### config.mk
export PLATFORM = sky130hd
export DESIGN_NAME = mem_arbiter
export DESIGN_NICKNAME = d
export VERILOG_FILES = /design/src/rtl/mem_arb_pkg.sv /design/src/rtl/mem_arb_owner_fifo.sv /design/src/rtl/mem_arbiter.sv
export SDC_FILE = /design/constraint.sdc
export NUM_CORES = 1
export LEC_CHECK = 0
export BUFFER_PORTS_ARGS = -buffer_cell sky130_fd_sc_hd__buf_2
export CORE_AREA = 5 5 354 356
export DETAILED_ROUTE_END_ITERATION = 10
export DIE_AREA = 0 0 359 361
export SLEW_MARGIN = 40
export SYNTH_ARGS = -nofsm -noshare
export SYNTH_HDL_FRONTEND = slang
export SYNTH_SLANG_ARGS = --single-unit
### constraint.sdc
create_clock -name clk -period 3.6 [get_ports clk]
set_input_delay 0.36 -clock clk [delete_from_list [all_inputs] [get_ports clk]]
set_output_delay 0.36 -clock clk [all_outputs]
set_load 0.02 [all_outputs]
### src/rtl/mem_arb_pkg.sv
// Shared state, requester ids and sizing helpers for the memory arbiter.
// MEM_DATA_BITS sets the beat width (128 when not given on the command line).
`ifndef MEM_DATA_BITS
`define MEM_DATA_BITS 128
`endif

package mem_arb_pkg;

  typedef enum logic {
    ARB_IDLE = 1'b0,
    ARB_LOCK = 1'b1
  } arb_state_t;

  localparam logic REQ_IC = 1'b0;
  localparam logic REQ_DC = 1'b1;

  function automatic int ceil_log2(input int n);
    int r;
    r = 0;
    for (int v = n - 1; v > 0; v = v >> 1) r++;
    return r;
  endfunction

endpackage

### src/rtl/mem_arb_owner_fifo.sv
// Owner-id FIFO: one bit per outstanding read, popped in memory response order.
// Push while full is accepted only together with a pop.
module mem_arb_owner_fifo
  import mem_arb_pkg::*;
#(
  parameter int DEPTH = 4,
  localparam int PW = ceil_log2(DEPTH)
) (
  input  logic        clk,
  input  logic        reset,
  input  logic        i_push,
  input  logic        i_push_id,
  input  logic        i_pop,
  output logic        o_head,
  output logic [PW:0] o_count,
  output logic        o_empty
);

  logic [DEPTH-1:0] r_mem;
  logic [PW-1:0]    r_wr;
  logic [PW-1:0]    r_rd;
  logic [PW:0]      r_count;
  logic             w_full;
  logic             w_push;
  logic             w_pop;

  assign w_full  = r_count == (PW+1)'(DEPTH);
  assign o_empty = r_count == '0;
  assign w_pop   = i_pop && !o_empty;
  assign w_push  = i_push && (!w_full || w_pop);
  assign o_head  = r_mem[r_rd];
  assign o_count = r_count;

  always_ff @(posedge clk) begin
    if (w_push) r_mem[r_wr] <= i_push_id;
  end

  always_ff @(posedge clk) begin
    if (reset) begin
      r_wr    <= '0;
      r_rd    <= '0;
      r_count <= '0;
    end else begin
      if (w_push) r_wr <= r_wr + PW'(1);
      if (w_pop)  r_rd <= r_rd + PW'(1);
      case ({w_push, w_pop})
        2'b10:   r_count <= r_count + (PW+1)'(1);
        2'b01:   r_count <= r_count - (PW+1)'(1);
        default: r_count <= r_count;
      endcase
    end
  end

endmodule

### src/rtl/mem_arbiter.sv
// Two-to-one icache/dcache arbiter onto one memory port with in-order read routing.
// MEM_ARB_DCACHE_PRIO_EN: dcache wins every tie instead of round-robin.
`ifndef MEM_DATA_BITS
`define MEM_DATA_BITS 128
`endif

module mem_arbiter
  import mem_arb_pkg::*;
#(
  parameter int ADDR_BITS       = 28,
  parameter int DATA_BITS       = `MEM_DATA_BITS,
  parameter int MAX_OUTSTANDING = 4
) (
  input  logic                   clk,
  input  logic                   reset,
  input  logic                   ic_req_valid,
  output logic                   ic_req_ready,
  input  logic [ADDR_BITS-1:0]   ic_req_addr,
  input  logic                   ic_req_rw,
  input  logic                   ic_data_valid,
  output logic                   ic_data_ready,
  input  logic [DATA_BITS-1:0]   ic_data_bits,
  input  logic [DATA_BITS/8-1:0] ic_data_mask,
  output logic                   ic_resp_valid,
  output logic [DATA_BITS-1:0]   ic_resp_data,
  input  logic                   dc_req_valid,
  output logic                   dc_req_ready,
  input  logic [ADDR_BITS-1:0]   dc_req_addr,
  input  logic                   dc_req_rw,
  input  logic                   dc_data_valid,
  output logic                   dc_data_ready,
  input  logic [DATA_BITS-1:0]   dc_data_bits,
  input  logic [DATA_BITS/8-1:0] dc_data_mask,
  output logic                   dc_resp_valid,
  output logic [DATA_BITS-1:0]   dc_resp_data,
  output logic                   mem_req_valid,
  input  logic                   mem_req_ready,
  output logic [ADDR_BITS-1:0]   mem_req_addr,
  output logic                   mem_req_rw,
  output logic                   mem_req_data_valid,
  input  logic                   mem_req_data_ready,
  output logic [DATA_BITS-1:0]   mem_req_data_bits,
  output logic [DATA_BITS/8-1:0] mem_req_data_mask,
  input  logic                   mem_resp_valid,
  input  logic [DATA_BITS-1:0]   mem_resp_data,
  output logic                   err_orphan_resp
);

  localparam int PW = ceil_log2(MAX_OUTSTANDING);
  localparam logic [PW:0] MAX_CNT = (PW+1)'(MAX_OUTSTANDING);

  arb_state_t r_state;
  arb_state_t w_state_nxt;
  logic       r_owner;
  logic       r_rr_last;
  logic       r_addr_done;
  logic       r_data_done;
  logic       r_err;

  logic                   w_head;
  logic                   w_empty;
  logic [PW:0]            w_count;
  logic                   w_room;
  logic                   w_ic_elig;
  logic                   w_dc_elig;
  logic                   w_any;
  logic                   w_win;
  logic                   w_act;
  logic                   w_sel;
  logic                   w_s_valid;
  logic                   w_s_rw;
  logic                   w_s_dvalid;
  logic [ADDR_BITS-1:0]   w_s_addr;
  logic [DATA_BITS-1:0]   w_s_bits;
  logic [DATA_BITS/8-1:0] w_s_mask;
  logic                   w_addr_hs;
  logic                   w_data_hs;
  logic                   w_done;
  logic                   w_push;

  // Occupancy is the registered count, so a same-cycle pop frees nothing.
  assign w_room    = w_count < MAX_CNT;
  assign w_ic_elig = ic_req_valid && (ic_req_rw || w_room);
  assign w_dc_elig = dc_req_valid && (dc_req_rw || w_room);
  assign w_any     = w_ic_elig || w_dc_elig;

`ifdef MEM_ARB_DCACHE_PRIO_EN
  assign w_win = w_dc_elig;
`else
  assign w_win = (w_ic_elig && w_dc_elig) ? ~r_rr_last : w_dc_elig;
`endif

  assign w_act = (r_state == ARB_LOCK) || w_any;
  assign w_sel = (r_state == ARB_LOCK) ? r_owner : w_win;

  always_ff @(posedge clk) begin
    if (reset) begin
      r_state     <= ARB_IDLE;
      r_owner     <= REQ_IC;
      r_rr_last   <= REQ_DC;
      r_addr_done <= 1'b0;
      r_data_done <= 1'b0;
      r_err       <= 1'b0;
    end else begin
      r_state     <= w_state_nxt;
      if (r_state == ARB_IDLE && w_any) r_owner <= w_win;
      if (w_done) r_rr_last <= w_sel;
      r_addr_done <= !w_done && (r_addr_done || w_addr_hs);
      r_data_done <= !w_done && (r_data_done || w_data_hs);
      if (mem_resp_valid && w_empty) r_err <= 1'b1;
    end
  end

  always_comb begin
    w_state_nxt = r_state;
    unique case (1'b1)
      (r_state == ARB_IDLE): if (w_any && !w_done) w_state_nxt = ARB_LOCK;
      (r_state == ARB_LOCK): if (w_done) w_state_nxt = ARB_IDLE;
      default:               w_state_nxt = ARB_IDLE;
    endcase
  end

  always_comb begin
    w_s_valid  = ic_req_valid;
    w_s_rw     = ic_req_rw;
    w_s_addr   = ic_req_addr;
    w_s_dvalid = ic_data_valid;
    w_s_bits   = ic_data_bits;
    w_s_mask   = ic_data_mask;
    if (w_sel == REQ_DC) begin
      w_s_valid  = dc_req_valid;
      w_s_rw     = dc_req_rw;
      w_s_addr   = dc_req_addr;
      w_s_dvalid = dc_data_valid;
      w_s_bits   = dc_data_bits;
      w_s_mask   = dc_data_mask;
    end
  end

  // A side already handshaked is masked so it is never presented twice.
  assign mem_req_valid      = w_act && w_s_valid && !r_addr_done;
  assign mem_req_rw         = w_s_rw;
  assign mem_req_addr       = w_s_addr;
  assign mem_req_data_valid = w_act && w_s_rw && w_s_dvalid && !r_data_done;
  assign mem_req_data_bits  = w_s_bits;
  assign mem_req_data_mask  = w_s_mask;

  assign w_addr_hs = mem_req_valid && mem_req_ready;
  assign w_data_hs = mem_req_data_valid && mem_req_data_ready;
  assign w_done    = w_act && (w_s_rw ?
                     ((r_addr_done || w_addr_hs) && (r_data_done || w_data_hs)) :
                     w_addr_hs);
  assign w_push    = w_addr_hs && !w_s_rw;

  assign ic_req_ready  = w_addr_hs && (w_sel == REQ_IC);
  assign dc_req_ready  = w_addr_hs && (w_sel == REQ_DC);
  assign ic_data_ready = w_data_hs && (w_sel == REQ_IC);
  assign dc_data_ready = w_data_hs && (w_sel == REQ_DC);

  assign ic_resp_valid   = mem_resp_valid && !w_empty && (w_head == REQ_IC);
  assign dc_resp_valid   = mem_resp_valid && !w_empty && (w_head == REQ_DC);
  assign ic_resp_data    = mem_resp_data;
  assign dc_resp_data    = mem_resp_data;
  assign err_orphan_resp = r_err;

  mem_arb_owner_fifo #(
    .DEPTH (MAX_OUTSTANDING)
  ) u_fifo (
    .clk       (clk),
    .reset     (reset),
    .i_push    (w_push),
    .i_push_id (w_sel),
    .i_pop     (mem_resp_valid),
    .o_head    (w_head),
    .o_count   (w_count),
    .o_empty   (w_empty)
  );

endmodule
==> impl_metrics.tcl <==
set metrics [dict create \
    ys_seq_elements 17 \
    fin_nets 1670 \
    p_switching_w 0.00181 \
    num_rows 128 \
    max_stage_delay_ns 0.41 \
    nFillCells 14600 \
    p_seq_frac 0.092 \
    cp-end-kind "primary output" \
    critPathMaxFanout 72 \
    die_h_um 361 \
    multi_input_area_sq_um 2570 \
    wl_per_cell_um 30.5 \
    postSynthCellCount 930 \
    clock.fmax_mhz 349 \
    swShare 0.644 \
    gr-usage-all-layers 0.126 \
    hold_violations 0 \
    drt_iter0_drc 300 \
    hold_buffers 0 \
    drv_slew 0 \
    place_congestion 0.889 \
    drive_gt1_frac 0.477 \
    clkPwrFrac 0.079 \
    grt_pass1_vias 6706 \
    clk_latency_ns 0.24 \
    start_kind "register" \
    syn_nets 1419 \
    drcViolationCount 0 \
    ys_seq_area_frac 0.0741 \
    synth_cell_types 44 \
    cts_sinks 17 \
    cts_root_buf "clkbuf_16" \
    max-cap-violations 0 \
    fin_crit_sh 0.797 \
    intPower_w 0.00100 \
    async_flop_share 0 \
    tightest_slew_ns 0.605 \
    skew_ns 0.00103 \
    grt_overflow 0 \
    syn_area_sq_um 5130 \
    clk_path_buf_depth 2 \
    start_util 0.0423 \
    areaGrowthSynthToFinish_pct 55.1 \
    cts-buffers-inserted 3 \
    dp_hpwl_mm 82.2 \
    post-route-util 0.0656 \
    relSlewSlack 0.597 \
    routed_wl_mm 86.2 \
    die_x_um 359 \
    port_buffers 536 \
    p_comb_frac 0.829 \
    fin_crit_ns 2.87 \
    slowest_stage "dfxtp_1" \
    firstDrtPassIters 6 \
    post_cts_buffers 0 \
    clk_pin_slew_ns 0.05 \
    synth_enable_flop_cells 4 \
    setup_violations 0 \
    routed_via_density 2.49 \
    die-area_sq_um 130000 \
    cts-resized-gates 0 \
    synth-main-ff-cell "dfxtp_1" \
    regArea_sq_um 380 \
    critPathKind "register to primary output" \
    setup_tns_ns 0 \
    tritoncts "built" \
    crit_chain "and2b_1 > o211ai_2 > and2_4 > buf_12 > and3_1 > o21bai_1 > nor2_1 > buf_2" \
    antenna_found_initial 87 \
    synth_area_per_cell_sq_um 5.52 \
    status "completed" \
    cts.htree.levels 1 \
    critPathArrivalTime_ns 2.51 \
    coreArea_sq_um 121000 \
    grt_max_degree 83 \
    max-vdd-ir-drop_mv 0.208 \
    power.density_nw_per_um2 354 \
    rsz0062_at_grt "no" \
    grt_pass1_wl_mm 101 \
    ant_nets 0 \
    ios 921 \
    vias 7032 \
    leakage_nw 4.15 \
    required_ns 3.24 \
    synth_warnings 0 \
    holdCritPathClass "input port to register" \
]
==> power by group through the flow <==
| stage | Combinational [W] | Sequential [W] | Clock (W) |
|---|---|---|---|
| 6_report | 0.00234 | 0.000260 | 0.000222 |
| 4_1_cts | 0.00246 | 0.000259 | 0.000229 |
| 3_3_place_gp | 0.00244 | 0.000260 | 0 |
| 3_5_place_dp | 0.00245 | 0.000263 | 0 |
| 2_1_floorplan | 0.00151 | 0.000256 | 0 |
| 5_1_grt | 0.00254 | 0.000264 | 0.000241 |
==> final cells by class <==
type | count | share of cell area
diodes | 18 | 0.00566
clock buffers | 3 | 0.00943
clock inverters | 1 | 0.000628
inverters | 14 | 0.00754
multi-input cells | 603 | 0.323
flip-flops and latches | 17 | 0.0478
well taps | 1625 | 0.255
repair buffers | 542 | 0.351
==> cell usage after synthesis, drive strengths merged, types with 2 or more instances <==
library cell,n,area share
nand3b,2,0.0054
edfxtp,4,0.023
nor2,23,0.017
buf,292,0.41
nor4,3,0.0066
clkbuf,4,0.0029
dfxtp,13,0.051
xor2,3,0.0051
nor3,4,0.0039
a21oi,6,0.0066
mux2i,2,0.0039
nand2,524,0.38
inv,14,0.010
ha,5,0.012
and3,2,0.0024
and2,2,0.0024
a32o,2,0.0041
xnor2,2,0.0034
nor2b,3,0.0041
a211oi,4,0.0088
==> cells in the final DEF (no fill, tap or decap), drive strengths merged, types with 2 or more instances in the layout <==
cell | netlist | routed
a21oi | 6 | 6
nor2 | 23 | 23
edfxtp | 4 | 4
ha | 5 | 5
mux2i | 2 | 2
clkbuf | 4 | 3
a32o | 2 | 2
nand3b | 2 | 2
xor2 | 3 | 3
and3 | 2 | 2
and2 | 2 | 2
dfxtp | 13 | 13
nand2 | 524 | 524
nor3 | 4 | 4
diode | 0 | 18
a211oi | 4 | 4
nor2b | 3 | 3
nor4 | 3 | 3
xnor2 | 2 | 2
buf | 292 | 542
inv | 14 | 14
==> critical path, delay by kind of cell, from the launching register on <==
family / cells / cell delay, ns
AO/OA/AOI/OAI: 2 / 0.33
AND/OR/NAND/NOR: 4 / 0.94
buffers and inverters: 2 / 0.56
flip-flops: 1 / 0.41
==> final timing paths <==
| path | startpoint | end | slack [ns] | depth (start not counted) |
|---|---|---|---|---|
| worst max register to register | u_fifo.o_count[2]$_SDFFE_PP0P_ | u_fifo.o_count[2]$_SDFFE_PP0P_ | 0.92 | 10 |
| worst max-delay path | u_fifo.o_count[2]$_SDFFE_PP0P_ | mem_req_data_valid | 0.73 | 8 |
| worst min-delay path | mem_resp_valid | err_orphan_resp$_SDFFE_PP0P_ | 0.37 | 3 |
| worst min register to register | err_orphan_resp$_SDFFE_PP0P_ | err_orphan_resp$_SDFFE_PP0P_ | 0.50 | 2 |
==> stage by stage <==
stage	area [sq um]	worst slack (ns)	instances	hold WS, ns	total power (W)
3_5_place_dp	7840	0.855	2801	0.503	0.00272
3_3_place_gp	7840	0.919	2801	0.493	0.00270
2_1_floorplan	5130	1.17	930	0.433	0.00177
4_1_cts	7920	0.654	2805	0.374	0.00295
5_1_grt	7930	0.549	2811	0.414	0.00304
6_report	7960	0.731	2823	0.374	0.00282
==> registers in the layout, indices dropped and copies added (netlist names), 2 cells and up <==
name            flops
u_fifo.r_wr         2
u_fifo.o_count      3
u_fifo.r_mem        4
u_fifo.r_rd         2
==> cell families (layout without fill, tap and decap cells) <==
logic type               after synthesis  after routing  synth area share
AO/OA/AOI/OAI                         21             21            0.0356
multiplexers                           3              3           0.00828
XOR/XNOR                               5              5           0.00853
AND/OR/NAND/NOR                      568            568             0.432
other                                  0             18                 0
buffers and inverters                310            560             0.425
flip-flops                            17             17            0.0741
adder cells (fa/ha/maj)                6              6            0.0161
==> routing by layer <==
layer	track usage	part of all wire	vias up
met1	0.126	0.34	2944
met4	0.00546	0.011	52
met5	0.000726	0.0037	-
li1	-	-	3079
met2	0.202	0.44	811
met3	0.118	0.21	146
No activity file was read; power rests on OpenSTA's default activity.
